### src/rtl/fmul_result_buffer.sv
// Two-entry registered result buffer for the fmul unit: in-order FIFO with tag and sticky exception flags.
// Optional FMUL_FLUSH_SUBNORMAL_EN flushes subnormal results to signed zero and marks them as underflow.
module fmul_result_buffer #(
  parameter int unsigned TAG_W = 6
) (
  input  logic             clk,
  input  logic             rst,
  input  logic             in_valid,
  output logic             in_ready,
  input  logic [31:0]      in_y,
  input  logic             in_ovf,
  input  logic             in_udf,
  input  logic [TAG_W-1:0] in_tag,
  output logic             out_valid,
  input  logic             out_ready,
  output logic [31:0]      out_y,
  output logic             out_ovf,
  output logic             out_udf,
  output logic [TAG_W-1:0] out_tag,
  output logic [1:0]       count,
  input  logic             flags_clr,
  output logic             flag_ovf,
  output logic             flag_udf
);

  typedef struct packed {
    logic [31:0]      y;
    logic             ovf;
    logic             udf;
    logic [TAG_W-1:0] tag;
  } entry_t;

  entry_t      mem [2];
  entry_t      wr_entry;
  logic        wr_ptr;
  logic        rd_ptr;
  logic        push;
  logic        pop;

  assign in_ready  = (count != 2'd2);
  assign out_valid = (count != 2'd0);
  assign push      = in_valid && in_ready;
  assign pop       = out_valid && out_ready;

  always_comb begin
    wr_entry.y   = in_y;
    wr_entry.ovf = in_ovf;
    wr_entry.udf = in_udf;
    wr_entry.tag = in_tag;
`ifdef FMUL_FLUSH_SUBNORMAL_EN
    if (in_y[30:23] == '0 && in_y[22:0] != '0) begin
      wr_entry.y   = {in_y[31], 31'b0};
      wr_entry.udf = 1'b1;
    end
`endif
  end

  // Storage is reset so the head fields read zero after reset.
  always_ff @(posedge clk or posedge rst) begin
    if (rst) begin
      mem[0] <= '0;
      mem[1] <= '0;
    end else if (push) begin
      mem[wr_ptr] <= wr_entry;
    end
  end

  always_ff @(posedge clk or posedge rst) begin
    if (rst) begin
      wr_ptr   <= 1'b0;
      rd_ptr   <= 1'b0;
      count    <= '0;
      flag_ovf <= 1'b0;
      flag_udf <= 1'b0;
    end else begin
      if (push) wr_ptr <= ~wr_ptr;
      if (pop)  rd_ptr <= ~rd_ptr;
      case ({push, pop})
        2'b10:   count <= count + 2'd1;
        2'b01:   count <= count - 2'd1;
        default: count <= count;
      endcase
      // A setting push wins over a same-cycle clear.
      flag_ovf <= (flag_ovf & ~flags_clr) | (push & wr_entry.ovf);
      flag_udf <= (flag_udf & ~flags_clr) | (push & wr_entry.udf);
    end
  end

  assign out_y   = mem[rd_ptr].y;
  assign out_ovf = mem[rd_ptr].ovf;
  assign out_udf = mem[rd_ptr].udf;
  assign out_tag = mem[rd_ptr].tag;

endmodule

### config.mk
export PLATFORM = sky130hd
export DESIGN_NAME = fmul_result_buffer
export DESIGN_NICKNAME = d
export VERILOG_FILES = /design/src/rtl/fmul_result_buffer.sv
export SDC_FILE = /design/constraint.sdc
export NUM_CORES = 1
export LEC_CHECK = 0
export ABC_CLOCK_PERIOD_IN_PS = 3700
export CAP_MARGIN = 15
export CORE_MARGIN = 3
export CORE_UTILIZATION = 50
export CTS_CLUSTER_SIZE = 20
export DETAILED_ROUTE_END_ITERATION = 16
export GPL_TIMING_DRIVEN = 0
export PLACE_DENSITY = 0.8
export RECOVER_POWER = 100
export REMOVE_ABC_BUFFERS = 1
export SLEW_MARGIN = 25
export SYNTH_ARGS = -nofsm -noshare
export SYNTH_HDL_FRONTEND = slang
export SYNTH_SLANG_ARGS = --single-unit
### constraint.sdc
create_clock -name clk -period 3.7 [get_ports clk]
set_input_delay 0.555 -clock clk [delete_from_list [all_inputs] [get_ports clk]]
set_output_delay 0.555 -clock clk [all_outputs]
set_load 0.01 [all_outputs]
==> results of run 1 <==
==> path summary, 6_finish.rpt <==
kind | endpoint | cells after the start | slack (ns) | startpoint
min reg2reg | mem[25] | 1 | 0.49 | mem[25]
max in group asynchronous | mem[65] | 3 | 1.64 | rst
max | out_y[0] | 3 | 0.61 | rd_ptr
min in group asynchronous | mem[68] | 2 | 1.15 | rst
min | mem[25] | 1 | 0.49 | mem[25]
max reg2reg | mem[48] | 5 | 1.08 | count[0]
==> report_power, final <==
| group | switching, mW | internal (mW) | total, mW |
|---|---|---|---|
| combinational | 0.787 | 1.28 | 2.07 |
| clock | 0.327 | 0.382 | 0.709 |
| sequential | 0.281 | 1.42 | 1.70 |
==> state kept, by name, indices dropped and copies added (netlist names) <==
signal,count
mem,80
count,2
flag_ovf,1
flag_udf,1
rd_ptr,1
wr_ptr,1
==> routing by layer <==
layer	GRT usage, %	vias up	routed length [um]
li1	-	1032	-
met1	22.92	1123	3107
met2	28.55	64	3463
met3	6.330	11	584
met4	7.220	0	103
met5	0	-	0
==> layout make-up <==
type | instances | share of cell area (%)
sequential | 86 | 43.59
multi-input combinational | 137 | 30.06
timing repair buffer | 95 | 19.29
clock buffer | 11 | 2.661
tap | 99 | 2.509
clock inverter | 5 | 1.647
inverter | 3 | 0.2534
==> synth_stat cells, drive strengths merged <==
| cell | instances |
|---|---|
| o21ai | 2 |
| inv | 3 |
| nand2b | 1 |
| nand3b | 1 |
| and3 | 1 |
| buf | 13 |
| and2 | 1 |
| dfrtp | 86 |
| nand2 | 1 |
| xnor2 | 3 |
| mux2 | 120 |
| nand3 | 2 |
| or2 | 1 |
| nor2 | 1 |
| clkbuf | 1 |
| ha | 1 |
| xor2 | 2 |
==> cells by family (layout without fill, tap and decap cells) <==
kind of cell,after synthesis,after routing
adder cells (fa/ha/maj),1,1
multiplexers,120,120
flip-flops,86,86
AND/OR/NAND/NOR,9,9
XOR/XNOR,5,5
AO/OA/AOI/OAI,2,2
buffers and inverters,17,114
==> worst max-delay path: cells and delay by family, from the launching register on <==
family	cells	cell delay [ns]
buffers and inverters	2	0.89
muxes	1	0.35
DFF	1	0.94
==> run metrics, run 1 <==
DP Area=approximately 5000 um2; Die ar.=8882 um2; global route overflow=0; yosys warns=0; failing checks=capacitance limit, slew limit; syn_area_per_cell=16.22 um2; Cell Area, Synth=just under 4000 um2; Hold Path Class=flip-flop to flip-flop; fin cells=about 440; GPL Wtd Cong=a little under 0.7; commonest non-fill, non-tap cell in the layout=dfrtp_1; worst vdd ir=0.4928 mV; Critical Path AT=roughly 2.5 ns; Clock Skews=0.01518 ns; share of cells above drive strength 1=28.19%; final hold slack=roughly 0.49 ns; overall power=about 4.5 mW; GRT Overall Usage=between 10% and 20%; crit share post-route=between 80% and 90%; DR vias/cell=5.115; setup TNS=0 ns; cell row count=31; CTS tree=yes; Worst Setup End Kind=output port; Post-Synthesis Cells=240; IO buf count=90; DRC violations left=0; post-synth top area share=between 50% and 60%; Seq cells post-synth=86; IO Count=91; Max Freq=323.5 MHz; Final setup viols=0; initial core utilization=a little over half; post-synthesis adder-cell area fraction=less than 1%; outcome=complete, but fails checks; largest cells by area after synthesis=dfrtp_1 55%, mux2_2 21%, mux2_4 15%; CTS Hold Buffers Added=0; Synth Area in XOR/XNOR=between 1 and 1.5%; global-route wire length before repair=12280 um; Post-Synth Simple-Gate Area=1.607%; Nets=around 380; # Post-CTS Setup Buffers=0; largest family of logic cells by synthesized area=multiplexers; Placed Cells=420; Die H=between 90 and 100 um; Die Wd=about 94 um; pwr/cell area=about 910 nW/um2; clock buffer depth=2; final hold vios=0; Post-Place Worst Slack=around 1.3 ns; CP startpoint kind=flip-flop; critical path class=flip-flop to output port; Detailed Route Iter0 Violations=54; Crit path largest cell delay=0.94 ns; initial antenna violation count=0; number of global-route vias before repair=around 2500; H-tree Lvls=3; CP required=3.14 ns; Sink Count=between 80 and 90; largest net degree at the start of global routing=46; clock latency on the worst-skew pair=approximately 0.35 ns; Rel. slew slack=-27.54%; 1st-pass router iterations=4; compound-gate portion of the synthesized area=less than 1%; PnR worst setup slack=between 0.6 and 0.7 ns; Max-cap violations=1; area occupied by multi-input gates=~1500 um2; mux contribution to synthesized area=between 30 and 40%; Ant. Diodes=0; hpwl dp=around 5000 um; DRT Wirelength=7258 um; DR WL/cell=~17 um; CP max stage cell=dfrtp_1; fill count=between 500 and 600; commonest non-fill, non-tap cells in the layout=86 x dfrtp_1, 73 x mux2_2, 46 x dlygate4sd3_1, 45 x mux2_1, 44 x clkdlybuf4s50_1; Area Growth Syn to Fin=26.80%; Final Max Slew Viols=42; Crit Path Max Fanout=23; RSZ-0062 raised after global routing=false; root buf cell=clkbuf_8; Core Region=between 7000 and 8000 um2; Sequential Area=roughly 2200 um2; Distinct cells, synth=20; CP cell instances=buf_12 -> mux2_2 -> dlygate4sd3_1; LEAKAGE=2.067 nW; min Tclk post-route=approximately 3.1 ns; clock buffer count from CTS=9; register area share after synthesis=between 50 and 60%; post-route cell area=roughly 5000 um2; Tightest Pin Transition=roughly 1.9 ns; Reg clk slew, reported paths=0.08 ns; Yosys top cell by area=dfrtp_1; Routed Antenna Nets=0; CTS resizes=0; total vias in the final route=2230; final core occ=between 60 and 70%
No activity file was read; power rests on OpenSTA's default activity.
==> run 2: changes to the inputs <==
ABC_CLOCK_PERIOD_IN_PS = 2590   (was 3700)
CORE_UTILIZATION = 45   (was 50)
PLACE_DENSITY = 0.76   (was 0.8)
clock period = 2.59 ns   (was 3.7 ns; I/O delays follow)
==> run 2 against run 1 <==
Compared with the run above: the flow still finishes with violations (capacitance limit, slew limit); clock power up 24%; clock skew down 0.0096 ns; critical endpoint is now out_y[31]; via count shrank 1.3%.
==> run metrics, run 2 (synthesis gave the netlist of run 1 again) <==
fin cells=between 400 and 500; Ant. Diodes=0; max FFs per register=80; M2 GR Usage=about 25%; worst reg2reg path startpoint=count[0]; reg2reg setup slack=just over 0.3 ns; overall power=~6.4 mW; cell row count=33; Final Max Slew Viols=a little over 40; commonest non-fill, non-tap cells in the layout=85 x dfrtp_1, 70 x mux2_2, 65 x clkdlybuf4s50_1, 49 x mux2_1, 25 x dlygate4sd3_1; r2r endpoint=mem[52]; IO Count=between 90 and 100; GRT met3 Usage=under 10%; largest net degree at the start of global routing=47; global route overflow=0; Area Growth Syn to Fin=26.41%; final core occ=between 50 and 60%; H-tree Lvls=3; Max-cap violations=1; CTS Hold Buffers Added=0; Max Freq=between 400 and 500 MHz; Tightest Pin Transition=1.620 ns; commonest non-fill, non-tap cell in the layout=dfrtp_1; clock buffer depth=2; DRT Wirelength=7322 um; Final setup viols=0; Core Region=8299 um2; LEAKAGE=roughly 2.1 nW; worst r2r path cells=5; total vias in the final route=2200; clock latency on the worst-skew pair=about 0.34 ns; outcome=complete, but fails checks; WHS Path Cells=1; Worst Setup End Kind=output port; critical path class=flip-flop to output port; Hold Path Class=flip-flop to flip-flop; DRC violations left=0; hold_sp=mem[31]; Placed Cells=426; Die ar.=around 10000 um2; worst vdd ir=around 0.8 mV; crit share post-route=between 90% and 100%; CP startpoint kind=flip-flop; hpwl dp=between 5000 and 6000 um; Hold Path End=mem[31]; DR WL/cell=16.64 um; largest registers=mem x80, count x2; fill count=roughly 700; Nets=around 380; GR Util met1=22.27%; Crit Path Max Fanout=21; initial antenna violation count=0; final hold vios=0; global-route wire length before repair=between 10000 and 15000 um; 1st-pass router iterations=4; initial core utilization=between 40 and 50%; post-route cell area=around 4900 um2; Routed Antenna Nets=0; failing checks=capacitance limit, slew limit; min Tclk post-route=~2.5 ns; CP required=2.20 ns; Top reg by flops=mem; root buf cell=clkbuf_8; IO buf count=90; most used routing layer in global routing=met2; CTS tree=yes; pwr/cell area=around 1300 nW/um2; Detailed Route Iter0 Violations=28; Clock Skews=~0.0056 ns; GPL Wtd Cong=approximately 0.65; Die Wd=99.02 um; Sink Count=86; DP Area=about 4900 um2; DR vias/cell=5.000; final hold slack=0.4847 ns; GRT Overall Usage=roughly 16%; number of global-route vias before repair=roughly 2500; clock buffer count from CTS=9; Die H=roughly 99 um; Rel. slew slack=-8.135%; RSZ-0062 raised after global routing=false; Critical Path AT=~2.1 ns; share of cells above drive strength 1=between 20 and 30%; Reg clk slew, reported paths=0.08 ns
[run 2: cell count changes in the layout (fill, tap and decap cells not counted), sizes merged]
cell | previous run | this run
clkdlybuf4s50 | 44 | 65
dlygate4sd3 | 46 | 25
clkbuf | 14 | 11
clkinv | 1 | 3
buf | 2 | 3
bufinv | 2 | 1
clkinvlp | 2 | 1
[run 2: how the worst max path moves through the flow]
stage / start / slack, ns / end
2_1_floorplan: rst / -0.02 / count[0]
3_3_place_gp: rst / -1.37 / mem[20]
3_5_place_dp: in_valid / 0.31 / mem[52]
4_1_cts: rd_ptr / 0.11 / out_y[16]
5_1_grt: rd_ptr / 0.05 / out_y[6]
6_report: rd_ptr / 0.14 / out_y[31]
[run 2: timing repair]
item / CTS / global route
endpoints found under the setup margin: 8 / 0
resized for setup: 1 / 0
buffers inserted: 0 / 0
endpoints found under the hold margin: 0 / 0
[run 2: routing by layer]
metal | vias to the layer above | wire length (um)
met1 | 1104 | 3346
met3 | 9 | 409
met4 | 0 | 82
met2 | 59 | 3484
met5 | - | 0
li1 | 1028 | -
[run 2: worst max-delay path: stages (launching register included)]
cell and delay, ns:
dfrtp_4 0.64, buf_16 0.21, mux2_1 0.37, clkdlybuf4s50_1 0.49
[run 2: final cells by class]
cell class	count	area (um2)	area share, %
Sequential cell	86	2156	43.80
Clock inverter	5	52.55	1.068
Clock buffer	9	123.9	2.517
Tap cell	105	131.4	2.669
Inverter	3	11.26	0.2288
Multi-Input combinational cell	137	1473	29.92
Timing Repair Buffer	95	974.7	19.80
[run 2: per-stage QoR]
step	worst slack [ns]	setup TNS [ns]
after floorplan	-0.02035	-1.750
after global placement	-1.375	-166.69
after detailed placement	0.3127	0
after CTS	0.1055	0
after global routing	0.04714	0
final	0.1377	0
[run 2: report_power, final]
part	switching, mW	total (mW)	internal [mW]
Combinational	1.13	3.05	1.92
Sequential	0.393	2.43	2.03
Clock	0.449	0.879	0.430
Total	1.97	6.35	4.38
==> run 3: changes to the inputs <==
REMOVE_ABC_BUFFERS = not set   (was 1)
==> run 3 against run 2 <==
Compared with the run above: critical endpoint is now out_y[11]; hold slack lost 0.0013 ns; critical path depth grew 1; the flow now finishes without violations; combinational power grew 7.5%; routed wire length grew 4.2%; die area is the same; sequential cell count is the same; clock skew grew 0.0012 ns; fmax grew 1.1%; count of clock-buffer cells in the layout grew 1; clock power grew 14%; first-iteration DRC count grew 57%.
==> run metrics, run 3 (synthesis gave the netlist of run 1 again) <==
clock latency on the worst-skew pair=between 0.3 and 0.4 ns; Area Growth Syn to Fin=28.08%; setup TNS=0 ns; total vias in the final route=about 2300; Max Freq=approximately 400 MHz; initial antenna violation count=0; Routed Antenna Nets=0; LEAKAGE=roughly 2.1 nW; pwr/cell area=between 1000 and 1500 nW/um2; Hold Path Class=flip-flop to flip-flop; final hold vios=0; global-route wire length before repair=between 10000 and 15000 um; cell row count=33; Placed Cells=around 440; Die H=a little under 100 um; CP startpoint kind=flip-flop; Clock Skews=between 0.006 and 0.007 ns; Crit path largest cell delay=approximately 0.51 ns; CP cell instances=clkbuf_1 -> buf_2 -> mux2_2 -> clkdlybuf4s50_1; H-tree Lvls=3; commonest non-fill, non-tap cells in the layout=86 x dfrtp_1, 82 x clkdlybuf4s50_1, 72 x mux2_2, 44 x mux2_1, 11 x clkbuf_1; fin cells=452; Syn Nets=~290; Detailed Route Iter0 Violations=between 40 and 50; largest registers=mem x80, count x2; crit share post-route=a little over nine tenths; commonest non-fill, non-tap cell in the layout=dfrtp_1; post-route cell area=roughly 5000 um2; Sink Count=86; Die Wd=a little under 100 um; DRC violations left=0; Post-Place Worst Slack=0.5036 ns; global route overflow=0; CTS Hold Buffers Added=0; Critical Path AT=about 2.0 ns; Ant. Diodes=0; RSZ-0062 raised after global routing=false; final hold slack=0.4834 ns; DR vias/cell=5.009; PnR worst setup slack=around 0.16 ns; CTS tree=yes; CP required=between 2 and 2.5 ns; Core Region=8299 um2; number of global-route vias before repair=between 2000 and 3000; clock buffer count from CTS=9; Nets=about 400; Worst Setup End Kind=output port; min Tclk post-route=about 2.4 ns; overall power=roughly 6.6 mW; worst vdd ir=between 0.6 and 0.7 mV; share of cells above drive strength 1=28.53%; hpwl dp=around 5600 um; Tightest Pin Transition=~1.3 ns; fill count=720; critical path class=flip-flop to output port; root buf cell=clkbuf_8; DP Area=~5000 um2; Reg clk slew, reported paths=0.08 ns; clock buffer depth=2; Final Max Slew Viols=0; Final setup viols=0; CP max stage cell=clkdlybuf4s50_1; DRT Wirelength=7632 um; IO buf count=90; Die ar.=9805 um2; initial core utilization=between 40% and 50%; CTS resizes=0; IO Count=91; Max-cap violations=0; 1st-pass router iterations=4; outcome=completed; Crit Path Max Fanout=10; DR WL/cell=about 17 um; GPL Wtd Cong=between 0.7 and 0.8; Top reg by flops=mem; Rel. slew slack=a little over an eighth; largest net degree at the start of global routing=29; GRT Overall Usage=between 15 and 20%; max FFs per register=80; final core occ=between 60 and 70%; # Post-CTS Setup Buffers=0
run 3: changes by cell type in the layout (fill, tap and decap cells not counted), sizes merged, moves of 2 or more:
cell	before	now
clkdlybuf4s50	65	82
clkbuf	11	21
dlygate4sd3	25	8
buf	3	6
clkinv	3	1
run 3: final timing paths:
kind,to,from,slack [ns],cells past startpoint
max,out_y[11],rd_ptr,0.16,4
min,mem[39],mem[39],0.48,1
max reg2reg,mem[38],count[0],0.54,5
min reg2reg,mem[39],mem[39],0.48,1
max in group asynchronous,mem[20],rst,0.53,3
min in group asynchronous,mem[77],rst,0.51,2
run 3: final cells by class:
type | count | area [um2] | share of cell area (%)
clock buffer | 10 | 137.6 | 2.760
multi-input combinational | 137 | 1488 | 29.83
inverter | 3 | 12.51 | 0.2509
buffer | 14 | 65.06 | 1.305
sequential | 86 | 2152 | 43.15
clock inverter | 4 | 72.57 | 1.455
tap | 105 | 131.4 | 2.634
timing repair buffer | 93 | 928.4 | 18.62
run 3: power breakdown:
| group | switching [mW] | total (mW) | internal (mW) | leakage, nW |
|---|---|---|---|---|
| logic | 1.26 | 3.28 | 2.02 | 0.955 |
| registers | 0.320 | 2.35 | 2.03 | 1.01 |
| clock network | 0.442 | 1.00 | 0.558 | 0.104 |
| total | 2.02 | 6.63 | 4.60 | 2.07 |
run 3: metal layers:
metal	vias up	global-route usage [%]	part of all wire, %
met5	-	0	0
met4	0	6.303	1.1
met3	6	3.751	4.3
met2	53	26.45	49
met1	1153	22.91	46
li1	1052	-	-
run 3: critical path: cells and delay by family, from the launching register on:
| kind | cells | cell delay [ns] |
|---|---|---|
| buffers and inverters | 3 | 1.00 |
| muxes | 1 | 0.37 |
| DFF | 1 | 0.33 |
